==> src/rtl/karatsuba_divider_pkg.sv <==
// Shared definitions for the Karatsuba restoring divider.
//   state_t     : controller state encoding (IDLE / RUN / DONE)
//   cnt_width() : width of the step counter for an N-bit divisor; the counter
//                 counts 2N-1 down to 0
package karatsuba_divider_pkg;

  typedef enum logic [1:0] {
    IDLE = 2'd0,
    RUN  = 2'd1,
    DONE = 2'd2
  } state_t;

  // clog2(2N), never narrower than one bit
  function automatic int cnt_width(input int n);
    int w;
    w = $clog2(2 * n);
    if (w < 1) begin
      w = 1;
    end else begin
      w = w;
    end
    return w;
  endfunction

endpackage

==> src/rtl/karatsuba_divider_if.sv <==
// Handshake/data bundle of the Karatsuba divider.
//   in_valid/in_ready     : operation request handshake
//   dividend (2N)         : unsigned numerator
//   divisor  (N)          : unsigned denominator
//   out_valid/out_ready   : result handshake
//   quotient (2N)         : dividend / divisor
//   remainder (N)         : dividend % divisor
//   div_by_zero           : held result came from divisor == 0
// master = requester/consumer, slave = divider.
interface karatsuba_divider_if #(
  parameter int N = 10
);

  logic             in_valid;
  logic             in_ready;
  logic [2*N-1:0]   dividend;
  logic [N-1:0]     divisor;
  logic             out_valid;
  logic             out_ready;
  logic [2*N-1:0]   quotient;
  logic [N-1:0]     remainder;
  logic             div_by_zero;

  modport master (
    output in_valid, dividend, divisor, out_ready,
    input  in_ready, out_valid, quotient, remainder, div_by_zero
  );

  modport slave (
    input  in_valid, dividend, divisor, out_ready,
    output in_ready, out_valid, quotient, remainder, div_by_zero
  );

endinterface

==> src/rtl/karatsuba_divider_div_step.sv <==
// One combinational restoring-division step.
//   rem_in  (N+1) : partial remainder
//   q_in    (2N)  : dividend/quotient shift register
//   divisor (N)   : denominator
//   rem_out (N+1) : next partial remainder
//   q_out   (2N)  : q_in shifted left with the new quotient bit in the LSB
module div_step #(
  parameter int N = 10
) (
  input  logic [N:0]     rem_in,
  input  logic [2*N-1:0] q_in,
  input  logic [N-1:0]   divisor,
  output logic [N:0]     rem_out,
  output logic [2*N-1:0] q_out
);

  logic [N:0] shifted_s;
  logic       ge_s;

  // Shift next dividend bit into the remainder, subtract when it fits.
  // rem_in[N] is zero in every legal sequence; treating a set bit as
  // "already larger than the divisor" keeps the step exact on the full
  // N+1-bit value instead of silently dropping that bit.
  always_comb begin
    shifted_s = {rem_in[N-1:0], q_in[2*N-1]};
    ge_s      = rem_in[N] | (shifted_s >= {1'b0, divisor});
    if (ge_s) begin
      rem_out = shifted_s - {1'b0, divisor};
    end else begin
      rem_out = shifted_s;
    end
    q_out = {q_in[2*N-2:0], ge_s};
  end

endmodule

==> src/rtl/karatsuba_divider.sv <==
// Sequential restoring divider (inverse of the Karatsuba multiplier).
// A 2N-bit dividend is divided by an N-bit divisor, one quotient bit per
// clock. A nonzero divisor gives a result 2N cycles after acceptance; a zero
// divisor completes immediately with quotient all ones, remainder equal to
// dividend[N-1:0] and div_by_zero set.
//   clk : rising-edge clock
//   rst : synchronous active-high reset, discards any in-flight operation
//   bus : karatsuba_divider_if slave port (handshakes, operands, results)
module karatsuba_divider
  import karatsuba_divider_pkg::*;
#(
  parameter int N = 10
) (
  input  logic                 clk,
  input  logic                 rst,
  karatsuba_divider_if.slave   bus
);

  localparam int             CW       = cnt_width(N);
  localparam logic [CW-1:0]  CNT_LAST = CW'(2 * N - 1);
  localparam logic [CW-1:0]  CNT_ONE  = CW'(1);
  localparam logic [CW-1:0]  CNT_ZERO = CW'(0);

  state_t           state_r,     state_nx_s;
  logic [CW-1:0]    cnt_r,       cnt_nx_s;
  logic [N:0]       rem_r,       rem_nx_s;
  logic [2*N-1:0]   q_r,         q_nx_s;
  logic [N-1:0]     dvs_r,       dvs_nx_s;
  logic [2*N-1:0]   quotient_r,  quotient_nx_s;
  logic [N-1:0]     remainder_r, remainder_nx_s;
  logic             dbz_r,       dbz_nx_s;
  logic             in_ready_r,  in_ready_nx_s;
  logic             out_valid_r, out_valid_nx_s;

  logic [N:0]       step_rem_s;
  logic [2*N-1:0]   step_q_s;

  div_step #(.N(N)) u_step (
    .rem_in  (rem_r),
    .q_in    (q_r),
    .divisor (dvs_r),
    .rem_out (step_rem_s),
    .q_out   (step_q_s)
  );

  // Next-state and next-register values; everything holds unless changed.
  always_comb begin
    state_nx_s     = state_r;
    cnt_nx_s       = cnt_r;
    rem_nx_s       = rem_r;
    q_nx_s         = q_r;
    dvs_nx_s       = dvs_r;
    quotient_nx_s  = quotient_r;
    remainder_nx_s = remainder_r;
    dbz_nx_s       = dbz_r;

    case (state_r)
      IDLE: begin
        if (bus.in_valid && in_ready_r) begin
          dvs_nx_s = bus.divisor;
          if (bus.divisor != {N{1'b0}}) begin
            state_nx_s = RUN;
            cnt_nx_s   = CNT_LAST;
            rem_nx_s   = {(N+1){1'b0}};
            q_nx_s     = bus.dividend;
          end else begin
            state_nx_s     = DONE;
            quotient_nx_s  = {(2*N){1'b1}};
            remainder_nx_s = bus.dividend[N-1:0];
            dbz_nx_s       = 1'b1;
          end
        end else begin
          state_nx_s = IDLE;
        end
      end
      RUN: begin
        rem_nx_s = step_rem_s;
        q_nx_s   = step_q_s;
        if (cnt_r == CNT_ZERO) begin
          state_nx_s     = DONE;
          quotient_nx_s  = step_q_s;
          remainder_nx_s = step_rem_s[N-1:0];
          dbz_nx_s       = 1'b0;
        end else begin
          cnt_nx_s = cnt_r - CNT_ONE;
        end
      end
      DONE: begin
        if (bus.out_ready) begin
          state_nx_s = IDLE;
        end else begin
          state_nx_s = DONE;
        end
      end
      default: begin
        state_nx_s = IDLE;
      end
    endcase

    // Handshake flags are registered copies of the upcoming state
    in_ready_nx_s  = (state_nx_s == IDLE);
    out_valid_nx_s = (state_nx_s == DONE);
  end

  // State, datapath and output registers with synchronous reset.
  always_ff @(posedge clk) begin
    if (rst) begin
      state_r     <= IDLE;
      cnt_r       <= CNT_ZERO;
      rem_r       <= {(N+1){1'b0}};
      q_r         <= {(2*N){1'b0}};
      dvs_r       <= {N{1'b0}};
      quotient_r  <= {(2*N){1'b0}};
      remainder_r <= {N{1'b0}};
      dbz_r       <= 1'b0;
      in_ready_r  <= 1'b1;
      out_valid_r <= 1'b0;
    end else begin
      state_r     <= state_nx_s;
      cnt_r       <= cnt_nx_s;
      rem_r       <= rem_nx_s;
      q_r         <= q_nx_s;
      dvs_r       <= dvs_nx_s;
      quotient_r  <= quotient_nx_s;
      remainder_r <= remainder_nx_s;
      dbz_r       <= dbz_nx_s;
      in_ready_r  <= in_ready_nx_s;
      out_valid_r <= out_valid_nx_s;
    end
  end

  assign bus.in_ready    = in_ready_r;
  assign bus.out_valid   = out_valid_r;
  assign bus.quotient    = quotient_r;
  assign bus.remainder   = remainder_r;
  assign bus.div_by_zero = dbz_r;

endmodule

==> src/flat_wrapper.sv <==
// flat-port wrapper written by rule: the top's interface ports become plain ports
module karatsuba_divider_flat import karatsuba_divider_pkg::*;
#(
  parameter int N = 10
)
  (clk, rst, bus_in_valid, bus_dividend, bus_divisor, bus_out_ready, bus_in_ready, bus_out_valid, bus_quotient, bus_remainder, bus_div_by_zero);
  karatsuba_divider_if #(.N(N)) bus_i ();
  input  logic clk;
  input  logic rst;
  input wire logic [$bits(bus_i.in_valid)-1:0] bus_in_valid;
  input wire logic [$bits(bus_i.dividend)-1:0] bus_dividend;
  input wire logic [$bits(bus_i.divisor)-1:0] bus_divisor;
  input wire logic [$bits(bus_i.out_ready)-1:0] bus_out_ready;
  output wire logic [$bits(bus_i.in_ready)-1:0] bus_in_ready;
  output wire logic [$bits(bus_i.out_valid)-1:0] bus_out_valid;
  output wire logic [$bits(bus_i.quotient)-1:0] bus_quotient;
  output wire logic [$bits(bus_i.remainder)-1:0] bus_remainder;
  output wire logic [$bits(bus_i.div_by_zero)-1:0] bus_div_by_zero;
  assign bus_i.in_valid = bus_in_valid;
  assign bus_i.dividend = bus_dividend;
  assign bus_i.divisor = bus_divisor;
  assign bus_i.out_ready = bus_out_ready;
  assign bus_in_ready = bus_i.in_ready;
  assign bus_out_valid = bus_i.out_valid;
  assign bus_quotient = bus_i.quotient;
  assign bus_remainder = bus_i.remainder;
  assign bus_div_by_zero = bus_i.div_by_zero;
  karatsuba_divider #(.N(N)) u_core (.clk(clk), .rst(rst), .bus(bus_i));
endmodule
==> config.mk <==
export PLATFORM = sky130hd
export DESIGN_NAME = karatsuba_divider_flat
export DESIGN_NICKNAME = d
export VERILOG_FILES = /design/src/rtl/karatsuba_divider_pkg.sv /design/src/rtl/karatsuba_divider_if.sv /design/src/rtl/karatsuba_divider_div_step.sv /design/src/rtl/karatsuba_divider.sv /design/src/flat_wrapper.sv
export SDC_FILE = /design/constraint.sdc
export NUM_CORES = 1
export LEC_CHECK = 0
export BUFFER_PORTS_ARGS = -buffer_cell sky130_fd_sc_hd__buf_2
export CORE_MARGIN = 4
export CORE_UTILIZATION = 56
export DETAILED_ROUTE_END_ITERATION = 16
export HOLD_SLACK_MARGIN = 0.1
export MAX_ROUTING_LAYER = met4
export PLACE_DENSITY_LB_ADDON = 0.15
export SYNTH_ARGS = -nofsm -noshare
export SYNTH_HDL_FRONTEND = slang
export SYNTH_SLANG_ARGS = --single-unit
export TNS_END_PERCENT = 50
==> constraint.sdc <==
create_clock -name clk -period 2.4 [get_ports clk]
set_input_delay 0.12 -clock clk [delete_from_list [all_inputs] [get_ports clk]]
set_output_delay 0.12 -clock clk [all_outputs]
set_load 0.05 [all_outputs]
==> results.toml <==
[run_status]
status = "complete, no violations"

[cts]
number_of_cts_inserted_buffers = 9
cts_max_path_buffers = 2
htree_levels = 3
clk_pin_slew_ps = 90
clock_sink_count = 81
post_cts.repair.setup_buffers = 0
cts_tree = "built"
worstSkewPairLatency_ps = 360
ctsRootBufferMaster = "sky130_fd_sc_hd__clkbuf_8"

[finish]
ff_latch_area_um2 = 1622
n_fill_cell = 491
antenna_cells = 0
layoutNonFillerInstCount = 614
relative_area_change_from_synthesis_to_final_layout_pct = 26.35
drive_gt1_share_pct = 25.33
final_nets = 579
multi_input_comb_area_um2 = 2048

[global_route]
grt_util_met1_pct = 30.68
gr-usage-all-layers_pct = 24.86
globalRouteMet2Util_pct = 39.16
grt_pass1_wl_um = 16310
grt_pass1_vias = 3462
grt.overflow.total = 0
grt_start_max_net_pins = 70
antenna_violations_before_repair = 0
groute.layer.met3.usage_pct = 6.167
global_route.peak_usage_layer = "met2"

[drt]
remaining_drc_errors = 0
wirelength_um = 10130
initialDrtViolationCount = 354
vias = 3654
wl_per_cell_um = 16.50
ant_nets = 0
post_drt_via_cell_ratio = 5.951
drt_pass1_iterations = 4

[synthesis]
synth_seq_area_share_pct = 42.37
synth_top_flop_cell = "sky130_fd_sc_hd__dfxtp_1"
synth_top_area_share_pct = 42.37
number_of_enable_flip_flop_cells_after_synthesis = 0
yosys_register_bits = 81
synth_top_cell_by_area = "sky130_fd_sc_hd__dfxtp_1"
synth_area_per_cell_um2 = 8.620
synth.net_count = 491
post_synthesis_cell_count = 444
largest_cells_by_area_after_synthesis = "sky130_fd_sc_hd__dfxtp_1 (42%), sky130_fd_sc_hd__nand2_1 (7.6%), sky130_fd_sc_hd__nor2_1 (6.2%), sky130_fd_sc_hd__a311oi_1 (4.6%), sky130_fd_sc_hd__ha_1 (3.9%)"
ys_async_sr_fraction_pct = 0
synth.distinct_cells = 52
yosysWarnings = 0
synth_area_um2 = 3827

[timing]
fin_hold_ws_ps = 115.3
min_period_over_period_pct = 95.34
worst_slack_ps = 111.9
hold_viol_final = 0
final_setup_violation_count = 0
finClkSkew_ps = 13.33
unrepaired_setup_endpoints_after_global_routing = "yes"
fmaxAchievable_mhz = 437.1
layout_min_cycle_time_ps = 2288
final_max_slew_viol_count = 0
tightestPinTransition_ps = 501.3
slew-limit-headroom_pct = 66.11

[power]
worst_vdd_ir_uv = 1190
total_power_mw = 7.430
power.density_nw_per_um2 = 1536
p_leak_nw = 1.969

[worst_setup_path]
critPathMaxStageDelay_ps = 440
largest_delay_share_family_worst_path = "compound AO/OA/AOI/OAI gates"
timing.critical_path.from_type = "flop"
worstPathRequired_ps = 2670
critPathSlowestCell = "sky130_fd_sc_hd__o41a_1"
setup.worst_path.class = "flop to flop"
cp-end-kind = "flop"
crit_buf_inv = 2
critical_path_arrival_ps = 2550
worst_path_maximum_fanout = 5
cp_cell_sequence = "inv_1 -> ha_1 -> nand4_1 -> a21oi_2 -> o31a_1 -> nor2_1 -> buf_4 -> o41a_1 -> a311oi_2"

[placement]
place_inst = 573
finalWeightedCongestion = 0.8889
numPortBuffers = 66
dp_worst_setup_slack_ps = 70.89
hpwlAfterDp_um = 6656

[floorplanning]
width_of_the_chip_um = 90.67
floorplan.initialDensity_pct = 58.93
placementRows = 29
design.die.area_um2 = 8221
die_height_um = 90.67
placeableCoreArea_um2 = 6495
ios = 67

[run]
timing.max_cap.violations = 0

[hold_path]
worst_hold_path_type = "primary input to flop"
==> routing by layer <==
metal  wire length [um]  part of all wire [%]
met1               4416                    44
met2               4872                    48
met3                591                   5.8
met4                248                   2.4
met5                  0                     0
==> layout make-up <==
class | count | area share, %
Clock inverter | 7 | 2.924
Inverter | 15 | 1.164
Timing Repair Buffer | 110 | 15.47
Multi-Input combinational cell | 315 | 42.35
Clock buffer | 9 | 2.561
Tap cell | 77 | 1.992
Sequential cell | 81 | 33.53
==> cell families (layout without fill, tap and decap cells) <==
family,Yosys count,in the layout,synth area share [%]
simple gates,172,172,19.12
xor+xnor,4,4,0.9155
mux,4,4,1.079
compound gates,122,122,26.48
buf+inv,48,141,5.590
flops,81,81,42.37
fa+ha+maj,13,13,4.446
==> timing repair <==
action                                  4_1_cts  5_1_grt
resized for setup                             0        7
hold buffers                                 25        0
hold endpoints to repair                     27        0
endpoints found under the setup margin        0        9
==> worst min-delay path: stages <==
cell and delay, ps:
sky130_fd_sc_hd__buf_2 100, sky130_fd_sc_hd__nand2_1 120, sky130_fd_sc_hd__a311oi_1 100
==> per-stage QoR <==
stage | instance area (um^2) | TNS [ps] | utilization [%]
global route | 4836 | -56.28 | 74.46
global placement | 4267 | 0 | 65.69
finish | 4836 | 0 | 74.46
detailed placement | 4267 | 0 | 65.69
CTS | 4782 | 0 | 73.63
floorplan | 3827 | 0 | -
==> final timing paths <==
kind	from	endpoint	slack [ps]	cells past startpoint
worst min register to register	u_core.dvs_r[2]	u_core.dvs_r[2]	460	2
worst min-delay path	bus_dividend[4]	u_core.q_r[4]	120	3
worst max register to register	u_core.dvs_r[5]	u_core.bus.remainder[2]	110	9
worst max-delay path	u_core.dvs_r[5]	u_core.bus.remainder[2]	110	9
==> synth_stat cells (all sizes together), types with 2 or more instances <==
master and number:
o41a 3, and2 2, a21oi 27, nor3 7
a211oi 13, or3 3, a311oi 29, buf 12
nand2 77, a31oi 4, a211o 2, clkbuf 21
dfxtp 81, mux2i 3, o2111ai 2, nor2 63
inv 15, o21a 6, nor2b 3, nand4 7
nor4 2, nand3b 2, o22ai 2, xnor2 3
o221a 9, nand3 2, and3 2, ha 12
o31a 4, o21ai 7, a2111oi 2, o31ai 4
==> flip-flops by register name, indices dropped and copies added (netlist names) <==
register	cells
u_core.bus.out_valid	1
u_core.q_r	20
u_core.dvs_r	10
u_core.state_r	2
u_core.rem_r	11
u_core.bus.remainder	10
u_core.cnt_r	5
u_core.bus.quotient	20
u_core.bus.div_by_zero	1
u_core.bus.in_ready	1
==> report_power, final <==
group / switching [mW] / total [mW] / internal (mW) / leakage [nW]
clock network: 0.505 / 1.30 / 0.798 / 0.130
logic: 2.51 / 4.09 / 1.57 / 1.18
registers: 0.291 / 2.04 / 1.75 / 0.663
total: 3.31 / 7.43 / 4.12 / 1.97
==> placed cells by master, fill, tap and decap left out, drive strengths merged, types with 12 or more instances in the layout <==
cell type / netlist / layout
inv: 15 / 16
a21oi: 27 / 27
nor2: 63 / 63
dlygate4sd3: 0 / 25
a211oi: 13 / 13
ha: 12 / 12
buf: 12 / 85
a311oi: 29 / 29
nand2: 77 / 77
dfxtp: 81 / 81
(Power assumes the default switching activity.)
